File: src/rtl/multicycle_pkg.sv
// Shared encodings for the multi-cycle MIPS-subset control unit and its ALU control.
package multicycle_pkg;

  typedef enum logic [3:0] {
    S_IDLE    = 4'd0,
    S_FETCH   = 4'd1,
    S_DECODE  = 4'd2,
    S_MEMADR  = 4'd3,
    S_MEMRD   = 4'd4,
    S_MEMWB   = 4'd5,
    S_MEMWR   = 4'd6,
    S_EXEC    = 4'd7,
    S_RWB     = 4'd8,
    S_BRANCH  = 4'd9,
    S_JUMP    = 4'd10,
    S_ADDI_EX = 4'd11,
    S_ADDI_WB = 4'd12
  } state_e;

  localparam logic [5:0] OP_RTYPE = 6'b000000;
  localparam logic [5:0] OP_LW    = 6'b100011;
  localparam logic [5:0] OP_SW    = 6'b101011;
  localparam logic [5:0] OP_BEQ   = 6'b000100;
  localparam logic [5:0] OP_J     = 6'b000010;
  localparam logic [5:0] OP_ADDI  = 6'b001000;

  localparam logic [1:0] ALUOP_ADD   = 2'd0;
  localparam logic [1:0] ALUOP_SUB   = 2'd1;
  localparam logic [1:0] ALUOP_FUNCT = 2'd2;

  localparam logic [1:0] SRCB_REG     = 2'd0;
  localparam logic [1:0] SRCB_FOUR    = 2'd1;
  localparam logic [1:0] SRCB_IMM     = 2'd2;
  localparam logic [1:0] SRCB_IMM_SL2 = 2'd3;

  localparam logic [1:0] PCSRC_ALU    = 2'd0;
  localparam logic [1:0] PCSRC_ALUOUT = 2'd1;
  localparam logic [1:0] PCSRC_JUMP   = 2'd2;

  // States that hold the unified memory and stretch until done.
  function automatic logic is_mem_state(input state_e s);
    return (s == S_FETCH) || (s == S_MEMRD) || (s == S_MEMWR);
  endfunction

endpackage

File: src/rtl/mem_wait_timer.sv
// Memory-done generator: fixed MEM_LAT-cycle count cleared by entry_i, or pass-through of mem_ready_i.
// done_o is combinational from the count / mem_ready_i; no internal backpressure.
module mem_wait_timer #(
  parameter int MEM_LAT   = 1,
  parameter int USE_READY = 0
) (
  input  logic clk_i,
  input  logic rst_i,
  input  logic entry_i,
  input  logic mem_ready_i,
  output logic done_o
);

  localparam int CW = (MEM_LAT > 1) ? $clog2(MEM_LAT) : 1;
  localparam logic [CW-1:0] LAST = CW'(MEM_LAT - 1);

  logic [CW-1:0] cnt_q, cnt_d;

  assign done_o = (USE_READY != 0) ? mem_ready_i : (cnt_q == LAST);

  // Free-running outside memory states; only the value after entry matters.
  always_comb begin
    cnt_d = cnt_q + CW'(1);
    if (entry_i) cnt_d = '0;
  end

  always_ff @(posedge clk_i or posedge rst_i) begin
    if (rst_i) cnt_q <= '0;
    else       cnt_q <= cnt_d;
  end

endmodule

File: src/rtl/multicycle_ctrl.sv
// Multi-cycle MIPS-subset control FSM: controls decoded from registered state, memory states stretched by done.
// Counts retired instructions; start_i is sampled in IDLE and at each instruction boundary.
module multicycle_ctrl
  import multicycle_pkg::*;
#(
  parameter int MEM_LAT   = 1,
  parameter int USE_READY = 0,
  parameter int CNT_W     = 32
) (
  input  logic             clk_i,
  input  logic             rst_i,
  input  logic             start_i,
  input  logic [5:0]       Op_i,
  input  logic             mem_ready_i,
  output logic             PCWrite_o,
  output logic             PCWriteCond_o,
  output logic             IorD_o,
  output logic             MemRead_o,
  output logic             MemWrite_o,
  output logic             IRWrite_o,
  output logic             MemtoReg_o,
  output logic             RegDst_o,
  output logic             RegWrite_o,
  output logic             ALUSrcA_o,
  output logic [1:0]       ALUSrcB_o,
  output logic [1:0]       ALUOp_o,
  output logic [1:0]       PCSource_o,
  output logic             illegal_o,
  output logic [CNT_W-1:0] retired_o,
  output logic [3:0]       state_o
);

  state_e           state_q, state_d;
  logic [CNT_W-1:0] retired_q, retired_d;
  logic             done;
  logic             finish;
  logic             mem_entry;

  assign mem_entry = is_mem_state(state_d) && (state_d != state_q);

  mem_wait_timer #(
    .MEM_LAT  (MEM_LAT),
    .USE_READY(USE_READY)
  ) u_timer (
    .clk_i      (clk_i),
    .rst_i      (rst_i),
    .entry_i    (mem_entry),
    .mem_ready_i(mem_ready_i),
    .done_o     (done)
  );

  always_comb begin
    state_d       = state_q;
    retired_d     = retired_q;
    finish        = 1'b0;
    PCWrite_o     = 1'b0;
    PCWriteCond_o = 1'b0;
    IorD_o        = 1'b0;
    MemRead_o     = 1'b0;
    MemWrite_o    = 1'b0;
    IRWrite_o     = 1'b0;
    MemtoReg_o    = 1'b0;
    RegDst_o      = 1'b0;
    RegWrite_o    = 1'b0;
    ALUSrcA_o     = 1'b0;
    ALUSrcB_o     = SRCB_REG;
    ALUOp_o       = ALUOP_ADD;
    PCSource_o    = PCSRC_ALU;
    illegal_o     = 1'b0;
    case (state_q)
      S_IDLE: if (start_i) state_d = S_FETCH;
      S_FETCH: begin
        MemRead_o = 1'b1;
        ALUSrcB_o = SRCB_FOUR;
        if (done) begin
          IRWrite_o = 1'b1;
          PCWrite_o = 1'b1;
          state_d   = S_DECODE;
        end
      end
      S_DECODE: begin
        // Branch target is precomputed into ALUOut here.
        ALUSrcB_o = SRCB_IMM_SL2;
        case (Op_i)
          OP_RTYPE:     state_d = S_EXEC;
          OP_LW, OP_SW: state_d = S_MEMADR;
          OP_BEQ:       state_d = S_BRANCH;
          OP_J:         state_d = S_JUMP;
          OP_ADDI:      state_d = S_ADDI_EX;
          default: begin
            illegal_o = 1'b1;
            state_d   = start_i ? S_FETCH : S_IDLE;
          end
        endcase
      end
      S_MEMADR: begin
        ALUSrcA_o = 1'b1;
        ALUSrcB_o = SRCB_IMM;
        state_d   = (Op_i == OP_LW) ? S_MEMRD : S_MEMWR;
      end
      S_MEMRD: begin
        MemRead_o = 1'b1;
        IorD_o    = 1'b1;
        if (done) state_d = S_MEMWB;
      end
      S_MEMWB: begin
        RegWrite_o = 1'b1;
        MemtoReg_o = 1'b1;
        finish     = 1'b1;
      end
      S_MEMWR: begin
        MemWrite_o = 1'b1;
        IorD_o     = 1'b1;
        finish     = done;
      end
      S_EXEC: begin
        ALUSrcA_o = 1'b1;
        ALUOp_o   = ALUOP_FUNCT;
        state_d   = S_RWB;
      end
      S_RWB: begin
        RegWrite_o = 1'b1;
        RegDst_o   = 1'b1;
        finish     = 1'b1;
      end
      S_BRANCH: begin
        ALUSrcA_o     = 1'b1;
        ALUOp_o       = ALUOP_SUB;
        PCWriteCond_o = 1'b1;
        PCSource_o    = PCSRC_ALUOUT;
        finish        = 1'b1;
      end
      S_JUMP: begin
        PCWrite_o  = 1'b1;
        PCSource_o = PCSRC_JUMP;
        finish     = 1'b1;
      end
      S_ADDI_EX: begin
        ALUSrcA_o = 1'b1;
        ALUSrcB_o = SRCB_IMM;
        state_d   = S_ADDI_WB;
      end
      S_ADDI_WB: begin
        RegWrite_o = 1'b1;
        finish     = 1'b1;
      end
      default: state_d = S_IDLE;
    endcase
    if (finish) begin
      retired_d = retired_q + CNT_W'(1);
      state_d   = start_i ? S_FETCH : S_IDLE;
    end
  end

  always_ff @(posedge clk_i or posedge rst_i) begin
    if (rst_i) begin
      state_q   <= S_IDLE;
      retired_q <= '0;
    end else begin
      state_q   <= state_d;
      retired_q <= retired_d;
    end
  end

  assign retired_o = retired_q;
  assign state_o   = state_q;

endmodule

File: config.mk
export PLATFORM = sky130hd
export DESIGN_NAME = multicycle_ctrl
export DESIGN_NICKNAME = d
export VERILOG_FILES = /design/src/rtl/multicycle_pkg.sv /design/src/rtl/mem_wait_timer.sv /design/src/rtl/multicycle_ctrl.sv
export SDC_FILE = /design/constraint.sdc
export NUM_CORES = 1
export LEC_CHECK = 0
export ABC_CLOCK_PERIOD_IN_PS = 2300
export BUFFER_PORTS_ARGS = -buffer_cell sky130_fd_sc_hd__clkbuf_2
export CAP_MARGIN = 25
export CORE_MARGIN = 8
export CORE_UTILIZATION = 47
export CTS_CLUSTER_SIZE = 12
export DETAILED_ROUTE_END_ITERATION = 10
export PLACE_DENSITY = 0.71
export SYNTH_ARGS = -nofsm -noshare
export SYNTH_HDL_FRONTEND = slang
export SYNTH_SLANG_ARGS = --single-unit
File: constraint.sdc
create_clock -name clk_i -period 2.3 [get_ports clk_i]
set_input_delay 0.575 -clock clk_i [delete_from_list [all_inputs] [get_ports clk_i]]
set_output_delay 0.575 -clock clk_i [all_outputs]
set_load 0.02 [all_outputs]
==> metrics.cfg, run 1 <==
[clocking]
clockRootBuffer=clkbuf_8
cts_tree=done
clk_pin_slew_ns=0.07
cts_num_sinks=37
cts_max_level=2
cts_buffers=5
ctsHoldBuffers=0
post_cts_buffers=0
worstSkewPairLatency_ns=0.28
clk_path_buf_depth=2

[global_route]
antenna_found_initial=0
grt_pass1_wl_microns=8556
grt_pass1_vias=1871
track_usage_pct=14.05
grt_overflow_total=0
grt_max_degree=38

[sta]
setup_viol=0
fin_crit_sh_pct=91.83
worst_slew_pin_slew_ns=0.6070
fin_ws_ns=0.1879
final.setup_skew_ns=0.003530
fin_setup_tns_ns=0
slew_headroom_pct=59.27
holdWs_ns=0.3551
report.final.hold_viol_count=0
max_freq_ghz=0.4735
rsz0062_at_grt=false
post-route-min-period_ns=2.112
report.final.slew_viol_count=0

[status]
outcome=complete, no violations

[placed_design]
place_congestion=0.8848
pre_cts_ws_ns=0.2477
dp_hpwl_microns=3790
portBuffers=61
place_area_sq_um=2552

[floorplanning]
die_h_microns=83.94
fp.dieW_microns=83.94
die-area_sq_um=7046
coreArea_sq_um=4414
start_util_pct=49.15
io_pins=63
row_count=24

[logic_synthesis]
yosysWarningCount=0
yosysMostFrequentCell=dfrtp_1
syn_avg_cell_area_sq_um=9.392
ys_async_sr_fraction_pct=100.0
synth_largest_area_cell=dfrtp_1
synth_nets=242
synth_flop_cell=dfrtp_1
ys_top_cells_by_area=dfrtp_1, xnor2_1, xor2_1
ys_types=49
ys_seq_area_share_pct=42.68
ys_ff_latch=37
yosys-top-cells-count=dfrtp_1, nor2_1, xnor2_1
yosys.area.top_type_share_pct=42.68
synth_edf_count=0
synthesis.area_sq_um=2170
syn_inst=231

[worst_setup_path]
crit_path_start_kind=flop
worstPathCellList=buf_4, and3_1, a21oi_1, nor2_1, clkbuf_2
end_kind=primary output
crit_slowest_cell=dfrtp_1
crit_fanout=11
critPathKind=flop to primary output
arrival_ns=1.54
cp_slowest_stage_delay_ns=0.55
required_ns=1.73

[run]
maxCapViolCount=0

[pwr]
finalPower_uw=2209
vdd_drop_max_mv=0.5966
p_leak_uw=0.001399
power.density_nw_per_um2=828.5

[detailed_routing]
wl_per_cell_microns=14.22
drt_iter0_markers=71
first_pass_iters=4
post_drt_via_cell_ratio=5.436
antenna_left=0
drc=0
vias=1897
drt_wl_total_microns=4962

[finish]
final_area_sq_um=2666
nets=307
num_antenna_cells=0
drive_gt1_share_pct=30.98
syn_to_final_growth_pct=22.90

[min_path]
min_path_type=input port to asynchronous set/reset pin

==> placed cells by master, fill, tap and decap left out, types with 2 or more instances in the layout <==
cell,netlist,routed
o211a_1,2,2
a211oi_1,2,2
nand4_1,9,9
and3_1,9,9
mux2_2,2,2
xor2_1,16,16
nor2b_1,2,2
xnor2_1,19,19
and4_1,2,2
nand2b_1,5,5
clkbuf_8,0,7
a31oi_1,2,2
nand3_1,13,13
clkbuf_2,0,61
nor2_1,28,28
nor4_1,2,2
a21oi_1,4,4
o21ai_0,3,3
nor3_1,8,7
dfrtp_1,37,36
or3_1,3,3
buf_4,2,9
a211o_1,2,2
inv_1,11,11
nand2_1,15,15
==> report_power, final <==
part | total [uW] | internal (uW) | switching, uW
clock | 491 | 271 | 220
combinational | 876 | 337 | 539
sequential | 843 | 722 | 120
==> final cells by class <==
cell class | count | area, sq um
Clock inverter | 1 | 5.005
Timing Repair Buffer | 70 | 372.9
Multi-Input combinational cell | 171 | 1159
Inverter | 11 | 41.29
Clock buffer | 7 | 96.34
Sequential cell | 37 | 927.1
Fill cell | 393 | 1748
Tap cell | 52 | 65.06
==> repair_timing <==
action | 4_1_cts | 5_1_grt
gates cloned | 0 | 0
pin swaps | 0 | 0
gates resized for setup | 1 | 2
setup endpoints to repair | 1 | 1
==> layer usage <==
metal	GRT usage (%)	vias to the layer above	wire (microns)
li1	-	940	-
met1	17.15	898	2263
met2	22.95	53	2360
met3	4.395	6	272
met4	4.239	0	65
met5	0	-	0
==> critical path, delay by kind of cell, from the launching register on <==
kind,cells,cell delay (ns)
AOI/OAI and AO/OA,1,0.04
and+or+nand+nor,2,0.25
DFF,1,0.55
buffers and inverters,2,0.42
==> cell families (layout without fill, tap and decap cells) <==
group / count (synthesis) / count (layout) / synth area share, %
simple gates: 106 / 106 / 26.99
flops: 37 / 37 / 42.68
xor+xnor: 35 / 35 / 14.13
compound gates: 26 / 26 / 9.689
buf+inv: 23 / 89 / 4.440
fa+ha+maj: 2 / 2 / 1.038
mux: 2 / 2 / 1.038
==> registers in the layout, summed over array words and instances, names as in the netlist <==
register and cells:
state_o 4, u_timer.cnt_q 1, retired_o 32
==> metrics by stage <==
step	std cells	util, %
final	349	60.40
after floorplan	231	-
after detailed placement	341	57.82
after CTS	349	60.26
after global placement	341	57.82
after global routing	349	60.40
==> worst paths after layout <==
kind / from / end / slack [ns] / cells after the start
min in group clk_i: retired_o[31] / retired_o[31] / 0.48 / 1
max reg2reg: state_o[2] / retired_o[11] / 0.30 / 5
max in group asynchronous: rst_i / state_o[0] / 1.59 / 3
min reg2reg: retired_o[31] / retired_o[31] / 0.48 / 1
min: rst_i / retired_o[18] / 0.36 / 3
max: state_o[2] / RegWrite_o / 0.19 / 5
(Power assumes the default switching activity.)
==> inputs of run 2 (changes only) <==
--- a/config.mk
+++ b/config.mk
@@ -13,6 +13,8 @@
 export CTS_CLUSTER_SIZE = 12
 export DETAILED_ROUTE_END_ITERATION = 10
 export PLACE_DENSITY = 0.71
+export RECOVER_POWER = 100
+export REMOVE_ABC_BUFFERS = 1
 export SYNTH_ARGS = -nofsm -noshare
 export SYNTH_HDL_FRONTEND = slang
 export SYNTH_SLANG_ARGS = --single-unit
==> run 2 against run 1 <==
Fmax down 2.1%; clock skew rose by 0.0061 ns; clock power up 13%; largest power group is now registers.
==> metrics.cfg, run 2 (synthesis results as in run 1) <==
[pwr]
pwr-share-seq_pct=38.6  ; +0.5 points
p_sw_share_pct=39.37  ; -0.44 points
net-switching-power_uw=877.0  ; -0.27%
intPower_uw=1351  ; +1.6%
p_clk_share_pct=24.8  ; +2.6 points
power.density_nw_per_um2=862.2  ; +4.1%
p_leak_uw=0.001226  ; -12%
power_frac_comb_pct=36.6  ; -3.0 points
vdd_drop_max_mv=0.5175  ; -13%

[sta]
fin_setup_tns_ns=0  ; unchanged
post-route-min-period_ns=2.157  ; +0.04500 ns
setup_viol=0  ; unchanged
slew_headroom_pct=40.35  ; -19 points
rsz0062_at_grt=false
fin_crit_sh_pct=93.79  ; +2.0 points
report.final.slew_viol_count=0  ; unchanged
max_freq_ghz=0.4636  ; -2.1%
final.setup_skew_ns=0.009675  ; +0.006145 ns
worst_slew_pin_slew_ns=0.8947  ; +0.2878 ns
report.final.hold_viol_count=0  ; unchanged

[floorplanning]
row_count=24  ; unchanged
io_pins=63  ; unchanged
die-area_sq_um=7046  ; unchanged
coreArea_sq_um=4414  ; unchanged
fp.dieW_microns=83.94  ; unchanged
start_util_pct=49.15  ; unchanged
die_h_microns=83.94  ; unchanged

[placed_design]
portBuffers=61  ; unchanged
place_congestion=0.8785  ; -0.71%
dp_hpwl_microns=3753  ; -0.97%

[clocking]
cts_num_sinks=37  ; unchanged
worstSkewPairLatency_ns=0.29  ; about the same
clockRootBuffer=clkbuf_8
cts_buffers=5  ; unchanged
cts_max_level=2  ; unchanged
clk_path_buf_depth=2  ; unchanged
ctsHoldBuffers=0  ; unchanged
clk_pin_slew_ns=0.07  ; about the same
cts_tree=done

[finish]
largest_register_ffs=32  ; unchanged
syn_to_final_growth_pct=19.09
nets=307  ; unchanged
final_common_cell=clkbuf_1
drive_gt1_share_pct=14.14  ; -17 points
layout_common_cells=clkbuf_1, dfrtp_1, nor2_1, xnor2_1, clkbuf_2
num_antenna_cells=0  ; unchanged
final_util_pct=58.53  ; -1.9 points
multi_input_area_sq_um=1134  ; -2.2%
fillers=428  ; +8.9%
regArea_sq_um=928.4  ; +0.13%

[worst_setup_path]
critPathKind=flop to primary output
crit_slowest_cell=dfrtp_1
end_kind=primary output
reg2reg_depth=5  ; unchanged
reg2reg_to=retired_o[29]
worstSetupStartpoint=state_o[1]
crit_path_start_kind=flop
crit_end=ALUSrcB_o[1]
r2r-start=state_o[3]
cp_slowest_stage_delay_ns=0.51  ; -0.04 ns
reg2reg_slack_ns=0.28  ; -0.02 ns
arrival_ns=1.58  ; +0.04 ns
crit_fanout=10  ; -1
required_ns=1.73  ; about the same
worstPathCellList=clkbuf_1, nand2b_1, a21oi_1, clkbuf_2

[detailed_routing]
drt_iter0_markers=94  ; +32%
vias=1903  ; +0.32%
drc=0  ; unchanged
first_pass_iters=4  ; unchanged
wl_per_cell_microns=14.23  ; about the same
post_drt_via_cell_ratio=5.453  ; +0.32%
antenna_left=0  ; unchanged
drt_wl_total_microns=4966  ; about the same

[global_route]
grt_max_degree=38  ; unchanged
grt_overflow_total=0  ; unchanged
track_usage_pct=14.16  ; +0.11 points
top_usage_layer=met2
grtUsageMet1_pct=18.42  ; +1.3 points
antenna_found_initial=0  ; unchanged
grt_pass1_wl_microns=8556  ; unchanged
use_met3_pct=4.883  ; +0.49 points
grt_use_met2_pct=21.05  ; -1.9 points
grt_pass1_vias=1864  ; -0.37%

[min_path]
min_path_type=flop to flop
whs_path_depth=1
hp-start=retired_o[31]

[run]
maxCapViolCount=0  ; unchanged

[status]
outcome=complete, no violations

## run 2: cell types whose count changed in the layout (fill, tap and decap cells not counted), sizes merged
cell      delta
buf          -5
clkbuf       +3
bufinv       +1
clkinvlp     +1
## run 2: layout make-up
| class | count | area share [%] |
|---|---|---|
| Sequential cell | 37 | 35.93 |
| Timing Repair Buffer | 70 | 11.62 |
| Tap cell | 52 | 2.518 |
| Inverter | 11 | 1.598 |
| Clock buffer | 5 | 2.663 |
| Clock inverter | 3 | 1.792 |
| Multi-Input combinational cell | 171 | 43.87 |
## run 2: power groups by stage
| stage | sequential (uW) | clock (uW) | combinational, uW |
|---|---|---|---|
| floorplan | 939 | 0 | 479 |
| detailed placement | 868 | 0 | 863 |
| global route | 879 | 596 | 891 |
| global placement | 871 | 0 | 856 |
| CTS | 859 | 565 | 860 |
| finish | 860 | 553 | 814 |
## run 2: layer usage
layer	share of wire (%)	vias to the layer above
li1	-	941
met1	48	892
met2	43	64
met3	7.1	6
met4	1.2	0
met5	0	-
## run 2: worst min path at each step
| stage | slack, ns | end |
|---|---|---|
| 2_1_floorplan | 0.55 | u_timer.cnt_q |
| 3_3_place_gp | 0.46 | retired_o[31] |
| 3_5_place_dp | 0.46 | retired_o[31] |
| 4_1_cts | 0.37 | retired_o[6] |
| 5_1_grt | 0.51 | retired_o[31] |
| 6_report | 0.46 | retired_o[31] |
## run 2: stage by stage
stage	cell area (sq um)	hold WS (ns)	power [uW]	setup WS (ns)	instances
3_3_place_gp	2552	0.4570	1727	0.2161	341
4_1_cts	2668	0.3745	2285	0.07492	349
6_report	2584	0.4623	2228	0.1429	349
3_5_place_dp	2552	0.4609	1731	0.2045	341
2_1_floorplan	2115	0.5541	1418	0.2023	219
5_1_grt	2584	0.5067	2366	0.01946	349
## run 2: worst max-delay path, delay by kind of cell, from the launching register on
kind	cells	cell delay [ns]
compound gates	1	0.13
buf+inv	2	0.52
flops	1	0.51
simple gates	1	0.13
## run 2: what timing repair did
action | 4_1_cts | 5_1_grt
gates resized for setup | 0 | 2
setup buffers | 0 | 0
setup endpoints to repair | 0 | 2
hold endpoints to repair | 0 | 0
